**config.mk**
```make
export PLATFORM = sky130hd
export DESIGN_NAME = sll_seq_shifter
export DESIGN_NICKNAME = d
export VERILOG_FILES = /design/src/rtl/shift_pkg.sv /design/src/rtl/shl_stage.sv /design/src/rtl/sll_seq_shifter.sv
export SDC_FILE = /design/constraint.sdc
export NUM_CORES = 1
export LEC_CHECK = 0
export CELL_PAD_IN_SITES_DETAIL_PLACEMENT = 1
export CELL_PAD_IN_SITES_GLOBAL_PLACEMENT = 1
export CORE_ASPECT_RATIO = 0.6
export CORE_UTILIZATION = 33
export DETAILED_ROUTE_END_ITERATION = 10
export PLACE_DENSITY = 0.8
export SLEW_MARGIN = 40
export SYNTH_ARGS = -nofsm -noshare
export SYNTH_HDL_FRONTEND = slang
export SYNTH_SLANG_ARGS = --single-unit
export TNS_END_PERCENT = 100
```
**constraint.sdc**
```tcl
create_clock -name clock -period 2.17 [get_ports clock]
set_input_delay 0.434 -clock clock [delete_from_list [all_inputs] [get_ports clock]]
set_output_delay 0.434 -clock clock [all_outputs]
set_load 0.02 [all_outputs]
```
**src/rtl/shift_pkg.sv**
```systemverilog
// Shared types and sizing for the sequential left shifter.
package shift_pkg;

  localparam int unsigned WIDTH_DEF   = 32;
  localparam int unsigned SHAMT_W_DEF = 5;
  localparam int unsigned NUM_STAGES  = 5;
  localparam int unsigned CNT_W       = 3;

  typedef enum logic [1:0] {
    IDLE  = 2'd0,
    SHIFT = 2'd1,
    DONE  = 2'd2
  } state_e;

endpackage

```
**src/rtl/shl_stage.sv**
```systemverilog
// One binary-weighted left-shift stage (distance 2^idx) with its overflow bit.
module shl_stage
  import shift_pkg::*;
#(
  parameter int unsigned WIDTH = WIDTH_DEF,
  parameter int unsigned IDX_W = CNT_W
) (
  input  logic [WIDTH-1:0] value,
  input  logic [IDX_W-1:0] idx,
  output logic [WIDTH-1:0] shifted,
  output logic             stage_ovf
);

  logic [WIDTH-1:0]      sh_arr [NUM_STAGES];
  logic [NUM_STAGES-1:0] ov_arr;

  // Each stage loses signed range unless the bits shifted past the sign are copies of it.
  for (genvar g = 0; g < NUM_STAGES; g++) begin : g_stage
    localparam int unsigned DIST = 1 << g;
    logic [DIST:0] top;
    assign top       = value[WIDTH-1 -: DIST+1];
    assign sh_arr[g] = value << DIST;
    assign ov_arr[g] = !((&top) || !(|top));
  end

  always_comb begin
    shifted   = value;
    stage_ovf = 1'b0;
    for (int k = 0; k < NUM_STAGES; k++) begin
      if (idx == IDX_W'(k)) begin
        shifted   = sh_arr[k];
        stage_ovf = ov_arr[k];
      end
    end
  end

endmodule

```
**src/rtl/sll_seq_shifter.sv**
```systemverilog
// Multi-cycle 32-bit shift-left with sticky signed-overflow flag, valid/ready on both sides.
module sll_seq_shifter
  import shift_pkg::*;
#(
  parameter int unsigned WIDTH   = WIDTH_DEF,
  parameter int unsigned SHAMT_W = SHAMT_W_DEF
) (
  input  logic               clock,
  input  logic               resetn,
  input  logic               in_valid,
  output logic               in_ready,
  input  logic [WIDTH-1:0]   data_in,
  input  logic [SHAMT_W-1:0] shamt,
  output logic               out_valid,
  input  logic               out_ready,
  output logic [WIDTH-1:0]   data_out,
  output logic               ovf
);

  state_e             state, state_nxt;
  logic [CNT_W-1:0]   cnt;
  logic [WIDTH-1:0]   work;
  logic [SHAMT_W-1:0] amt;
  logic               flag;

  logic               accept;
  logic               amt_bit;
  logic               last_stage;
  logic [WIDTH-1:0]   stage_val;
  logic               stage_ovf;

  assign amt_bit    = |(amt & (SHAMT_W'(1) << cnt));
  assign last_stage = (cnt == CNT_W'(NUM_STAGES - 1));

  shl_stage #(
    .WIDTH (WIDTH),
    .IDX_W (CNT_W)
  ) u_stage (
    .value     (work),
    .idx       (cnt),
    .shifted   (stage_val),
    .stage_ovf (stage_ovf)
  );

  always_ff @(posedge clock) begin
    if (!resetn) begin
      state <= IDLE;
    end else begin
      state <= state_nxt;
    end
  end

  // Next state and handshake; a retiring DONE may immediately take the next request.
  always_comb begin
    state_nxt = state;
    in_ready  = 1'b0;
    out_valid = 1'b0;
    case (state)
      IDLE: begin
        in_ready = 1'b1;
        if (in_valid) state_nxt = SHIFT;
      end
      SHIFT: begin
        if (last_stage) state_nxt = DONE;
      end
      DONE: begin
        out_valid = 1'b1;
        in_ready  = out_ready;
        if (out_ready) state_nxt = in_valid ? SHIFT : IDLE;
      end
      default: state_nxt = IDLE;
    endcase
    if (!resetn) begin
      in_ready  = 1'b0;
      out_valid = 1'b0;
    end
  end

  assign accept   = in_valid && in_ready;
  assign data_out = out_valid ? work : '0;
  assign ovf      = out_valid && flag;

  // Work/amount/flag datapath: every stage runs, unselected stages just hold.
  always_ff @(posedge clock) begin
    if (!resetn) begin
      cnt  <= '0;
      work <= '0;
      amt  <= '0;
      flag <= 1'b0;
    end else if (accept) begin
      cnt  <= '0;
      work <= data_in;
      amt  <= shamt;
      flag <= 1'b0;
    end else if (state == SHIFT) begin
      if (amt_bit) begin
        work <= stage_val;
        flag <= flag | stage_ovf;
      end
      cnt <= last_stage ? '0 : cnt + CNT_W'(1);
    end
  end

endmodule

```
* Word level (Yosys, flattened, before mapping)
Index checks and enable logic that the tools add are counted.
** Word-level totals
- Register bits after elaboration :: 43
- Bits of input ports :: 41
- Output and inout port bits :: 35
- Word-level logic and storage cells :: 80
** Operators by class
- Add/subtract/negate cells :: 1
- Equal/unequal tests :: 9
- Shift-type cells :: 1
- Mux-type cells :: 24
- Bitwise operators :: 3
- Reductions and logical operators :: 37
** Operator list (number)
- $mux W32 :: 9
- $reduce_and A17 Y1 :: 1
- $reduce_or A17 Y1 :: 1
- $logic_not A1 Y1 :: 10
- $reduce_or A5 Y1 :: 2
- $mux W1 :: 9
- $reduce_and A3 Y1 :: 3
- $reduce_and A9 Y1 :: 1
- $reduce_or A9 Y1 :: 1
- $eq A3 B2 Y1 const B :: 2
- $mux W2 :: 3
- $ne A2 B2 Y1 const B :: 3
- $pmux W2 S3 :: 1
- $reduce_bool A6 Y1 :: 1
- $and A5 B5 Y5 :: 1
- $logic_or A1 B1 Y1 :: 5
- $reduce_and A5 Y1 :: 1
- $shl A1 B3 Y5 const A :: 1
- $reduce_and A2 Y1 :: 2
- $reduce_bool A2 Y1 :: 2
- $reduce_or A2 Y1 :: 2
- $add A3 B1 Y3 const B :: 1
- $eq A3 B1 Y1 const B :: 1
- $eq A3 B3 Y1 const B :: 1
- 10 further kinds :: 11

* Depth between registers and ports, before layout
Gate-level depths: netlist of the first run.
- Depth in word-level cells :: 10
- Depth in mapped cells :: 11
- Depth with buffers taken out :: 7

* By module
A second synthesis of the first run with hierarchy kept.
** Unflattened totals
- Cell total of the unflattened synthesis :: 491
- Area, all modules :: 3763.6 um2
** By module, submodules not included
- sll_seq_shifter :: instances 1, cells each 233, area each 2119.5 um2, sequential area each 860.8 um2
- shl_stage :: instances 1, cells each 258, area each 1644.1 um2, sequential area each 0.0 um2

* Worst setup path after synthesis of the first run
Ideal clock, no wire load.
- Kind :: reg2reg
- Start point :: register cnt[2]
- End point :: register work[30]
- Setup time :: 0.122 ns
- Arrival time :: 2.275 ns
- Data required time :: 2.048 ns
- Slack :: -0.227 ns
- Cell stages (with the launch flop) :: 12
- Path buffers :: 4
- Clock period less this slack :: 2.397 ns
- Path through :: dfxtp_1 -> clkbuf_1 -> clkbuf_1 -> inv_1 -> ha_1 -> buf_2 -> a21o_1 -> clkbuf_1 -> a221o_1 -> a21oi_1 -> nor3_1 -> a221o_1
** Between the ends
- Word-level cells in the longest chain between the ends :: 8
- Elaborated cells between the ends (all ways) :: 18
- Those cells by class :: eq/ne: 4; shift: 1; mux: 7; bitwise: 1; reduce/logical: 5
** RTL lines
- start, declared :: line sll_seq_shifter.sv:21 : logic [CNT_W-1:0] cnt;
- start signal, assigned :: line sll_seq_shifter.sv:100 : cnt <= last_stage ? '0 : cnt + CNT_W'(1);
- $eq A3 B1 Y1 :: line shl_stage.sv:30 : if (idx == IDX_W'(k)) begin
- $mux W32 (4 in series) :: line shl_stage.sv:30
- $mux W32 :: line sll_seq_shifter.sv:96 : if (amt_bit) begin
- $mux W32 :: line sll_seq_shifter.sv:95 : end else if (state == SHIFT) begin
- $mux W32 :: line sll_seq_shifter.sv:90 : end else if (accept) begin
- end signal, assigned :: line sll_seq_shifter.sv:92 : work <= data_in;
- end signal, assigned :: line sll_seq_shifter.sv:97 : work <= stage_val;
- end, declared :: line sll_seq_shifter.sv:22 : logic [WIDTH-1:0] work;
Several ways; a longest one is shown, not always the timed one. The select of a mux whose other input is x is not followed.
A chain may end at the register's enable or synchronous reset.

* Worst setup path after layout of the first run
- Start point :: register cnt[0]
- End point :: register work[2]
The elaborated chain is that of the path after synthesis.

==> results of run 1 <==
## state kept, by name, summed over array words and instances (netlist names)
name / count
work: 32
amt: 5
state: 2
cnt: 3
flag: 1
## Yosys cell counts
master / instances
dfxtp_1: 43
and3_1: 41
a221o_1: 39
a21oi_1: 31
nand2_1: 29
clkbuf_1: 27
o21ai_0: 25
nor3_1: 20
a22oi_1: 17
nand3b_1: 12
buf_2: 10
nand3_1: 10
inv_1: 9
nand2b_1: 8
nor2_1: 8
a21boi_0: 7
o2111a_1: 6
ha_1: 5
nor2b_1: 5
a22o_1: 4
and2_1: 4
mux2i_1: 3
or4_1: 3
a211oi_1: 2
a2bb2oi_1: 2
buf_4: 2
buf_6: 2
nand4_1: 2
o22ai_1: 2
a211o_1: 1
a21boi_1: 1
a21o_1: 1
a222oi_1: 1
a311oi_1: 1
a31oi_1: 1
a32o_1: 1
buf_1: 1
nand3_2: 1
nand3_4: 1
nor3b_1: 1
o211ai_1: 1
o211ai_2: 1
o21a_1: 1
o21ai_1: 1
o21bai_2: 1
## metrics by stage
stage               total power [mW]  std cells  instance area, um2  setup TNS, ps  worst slack [ps]
global placement                1.42        571                4110         -14210              -372
global route                    2.40        583                4360              0             0.788
detailed placement              1.44        571                4120         -15510              -457
finish                          2.30        583                4360              0              49.4
floorplan                       1.20        394                3110              0              24.5
CTS                             2.26        580                4280              0              1.66
## cell families (layout without fill, tap and decap cells)
group | after synthesis | count (layout) | share of synthesized area (%)
AOI/OAI and AO/OA | 147 | 147 | 35.6
and+or+nand+nor | 145 | 145 | 26.3
DFF | 43 | 43 | 27.8
muxes | 3 | 3 | 0.971
adders and majority gates | 5 | 5 | 2.02
buffers and inverters | 51 | 128 | 7.32
## worst max-delay path: stages, from the launching register on
cell and delay (ps):
dfxtp_2 340, ha_1 220, ha_1 230, a21o_2 350, nor2_1 260, buf_4 150, nand2_1 80, nor3_1 280
a221o_1 150
## worst max path at each step
stage	from	depth (start not counted)	end	slack [ps]
after floorplan	cnt[2]	11	work[28]	20
after CTS	resetn	5	data_out[2]	2
after detailed placement	resetn	5	data_out[19]	-460
after global routing	cnt[0]	9	work[17]	0.8
after global placement	resetn	5	data_out[4]	-370
final	cnt[0]	8	work[2]	50
## final cells by class
cell class              count  area (um2)  share of cell area (%)
clock inverters             1        7.51                   0.172
well taps                 112         140                    3.22
multi-input cells         300        2060                    47.2
clock buffers               7         153                    3.50
inverters                   9        33.8                   0.775
repair buffers            111        1100                    25.3
flip-flops and latches     43         863                    19.8
## report_power, final
| part | internal [mW] | leakage (nW) | switching (mW) |
|---|---|---|---|
| clock | 0.490 | 0.0761 | 0.323 |
| sequential | 0.846 | 0.354 | 0.118 |
| combinational | 0.278 | 1.31 | 0.243 |
| total | 1.61 | 1.74 | 0.684 |
## timing repair
| action | 4_1_cts | 5_1_grt |
|---|---|---|
| cloned | 0 | 2 |
| setup buffers | 1 | 1 |
| gates resized for setup | 123 | 12 |
| pin swaps | 0 | 1 |
| setup endpoints to repair | 57 | 56 |
## per-layer routing
metal	vias up	GRT usage, %
met5	-	0
met4	0	6.07
met3	14	5.09
met2	227	39.8
met1	1806	37.3
li1	1671	-
==> results by group, run 1 <==
Status
  • Status: completed

Clock tree
  • TritonCTS clock tree: yes
  • Hold-fix buffers at CTS: 0
  • CTS max path bufs: 2
  • CTS sink count: 43
  • Clk pin slew, worst setup/hold paths: 70 ps
  • Worst skew pair latency: 290 ps
  • Clk root buf: clkbuf_16
  • Htree depth: 2
  • Total CTS buffers: 5

Global routing
  • Total global-route track usage: 26.0%
  • Largest net degree at the start of global routing: 38
  • Overflow after GRT: 0
  • Antenna violations before repair: 1
  • Vias in the first global route: 3577
  • First-pass GRT wire length: 19.9 mm

Drt
  • # DRC: 0
  • Routed Antenna Nets: 0
  • Routed WL: 12.9 mm
  • Routed vias/inst: 6.38
  • WL met3: 1.39 mm
  • Via Count: 3718
  • WL/cell: 22.2 um
  • Met1 wire length: 5.89 mm
  • Top layer in use: met4
  • Routed length on met2: 5.57 mm
  • DR iter-0 viols: 388
  • DR pass1 iterations: 6

Floorplanning
  • Top-Level Pins: 76
  • Die Area: 9780 um2
  • Die W: 127 um
  • Die Ht: 77.0 um
  • Starting density of the core: 35.2%
  • Site Rows: 26
  • CORE AREA: 8780 um2

Power and ir drop
  • Worst vdd ir: 0.286 mV
  • Power Density: 527 nW/um2
  • Lkg Pwr: 1.74 nW

Layout
  • Final Util: 49.6%
  • Diodes inserted: 0
  • Fill cells: 1062
  • Most frequent cells in the layout: and3_1, dfxtp_1, a221o_1, clkdlybuf4s50_1, a21oi_1
  • Share of layout cells above drive strength 1: 19.5%
  • Fin nets: 516
  • Area growth, synth to finish: 40.9%

Min path
  • HP Class: register to register
  • Hold EP: amt[1]
  • Hold Path Origin: amt[1]
  • Worst Hold Depth: 2

Job
  • Max Cap Violations: 0

Setup path
  • CP max FO: 19
  • Reg-to-reg setup timing slack: 50 ps
  • Crit path DAT: 2360 ps
  • Startpoint types: register
  • Crit Reg-Reg Startpoint: cnt[0]
  • R2r endpoint: work[2]
  • Crit path capture type: register
  • Crit path kind: register to register
  • Critical Path RT: 2410 ps
  • Worst r2r path cells: 8

Placed design
  • Count of input and output buffers: 75
  • Placed wire-length estimate: 8.82 mm
  • RePlAce Congestion: 0.881

Yosys
  • Yosys warns: 0
  • Syn avg cell area: 7.85 um2
  • Largest cells by area after synthesis: dfxtp_1, a221o_1, and3_1
  • Syn Nets: 440
  • Syn Inst Count: 394
  • Mapped cell area: 3090 um2
  • Yosys cell types: 45
  • Cell type with the largest total area after synthesis: dfxtp_1
  • Part of the Yosys area used for sequential elements: 27.8%
  • Synth top area share: 27.8%
  • #FFs+latches synth: 43

STA
  • Hold_ws: 474 ps
  • RSZ-0062 raised after global routing: false
  • Final Max Tran Viols: 0
  • Final hold vios: 0
  • Slew margin rel.: 68.3%
  • Min Tclk post-route: 2120 ps
  • F_max: 472 MHz
  • Worst Tran Pin Value: 472 ps
  • Final Cycle Share: 97.7%
  • Clk_skew: 9.16 ps
  • # setup viols final: 0
Note: power is estimated with default switching activity, not from simulation.
==> inputs of run 2 (changes only) <==
- CTS_CLUSTER_SIZE: unset -> 14
==> results of run 2 <==
Same layout as run 1: the final DEF is identical, and so are final timing and power.
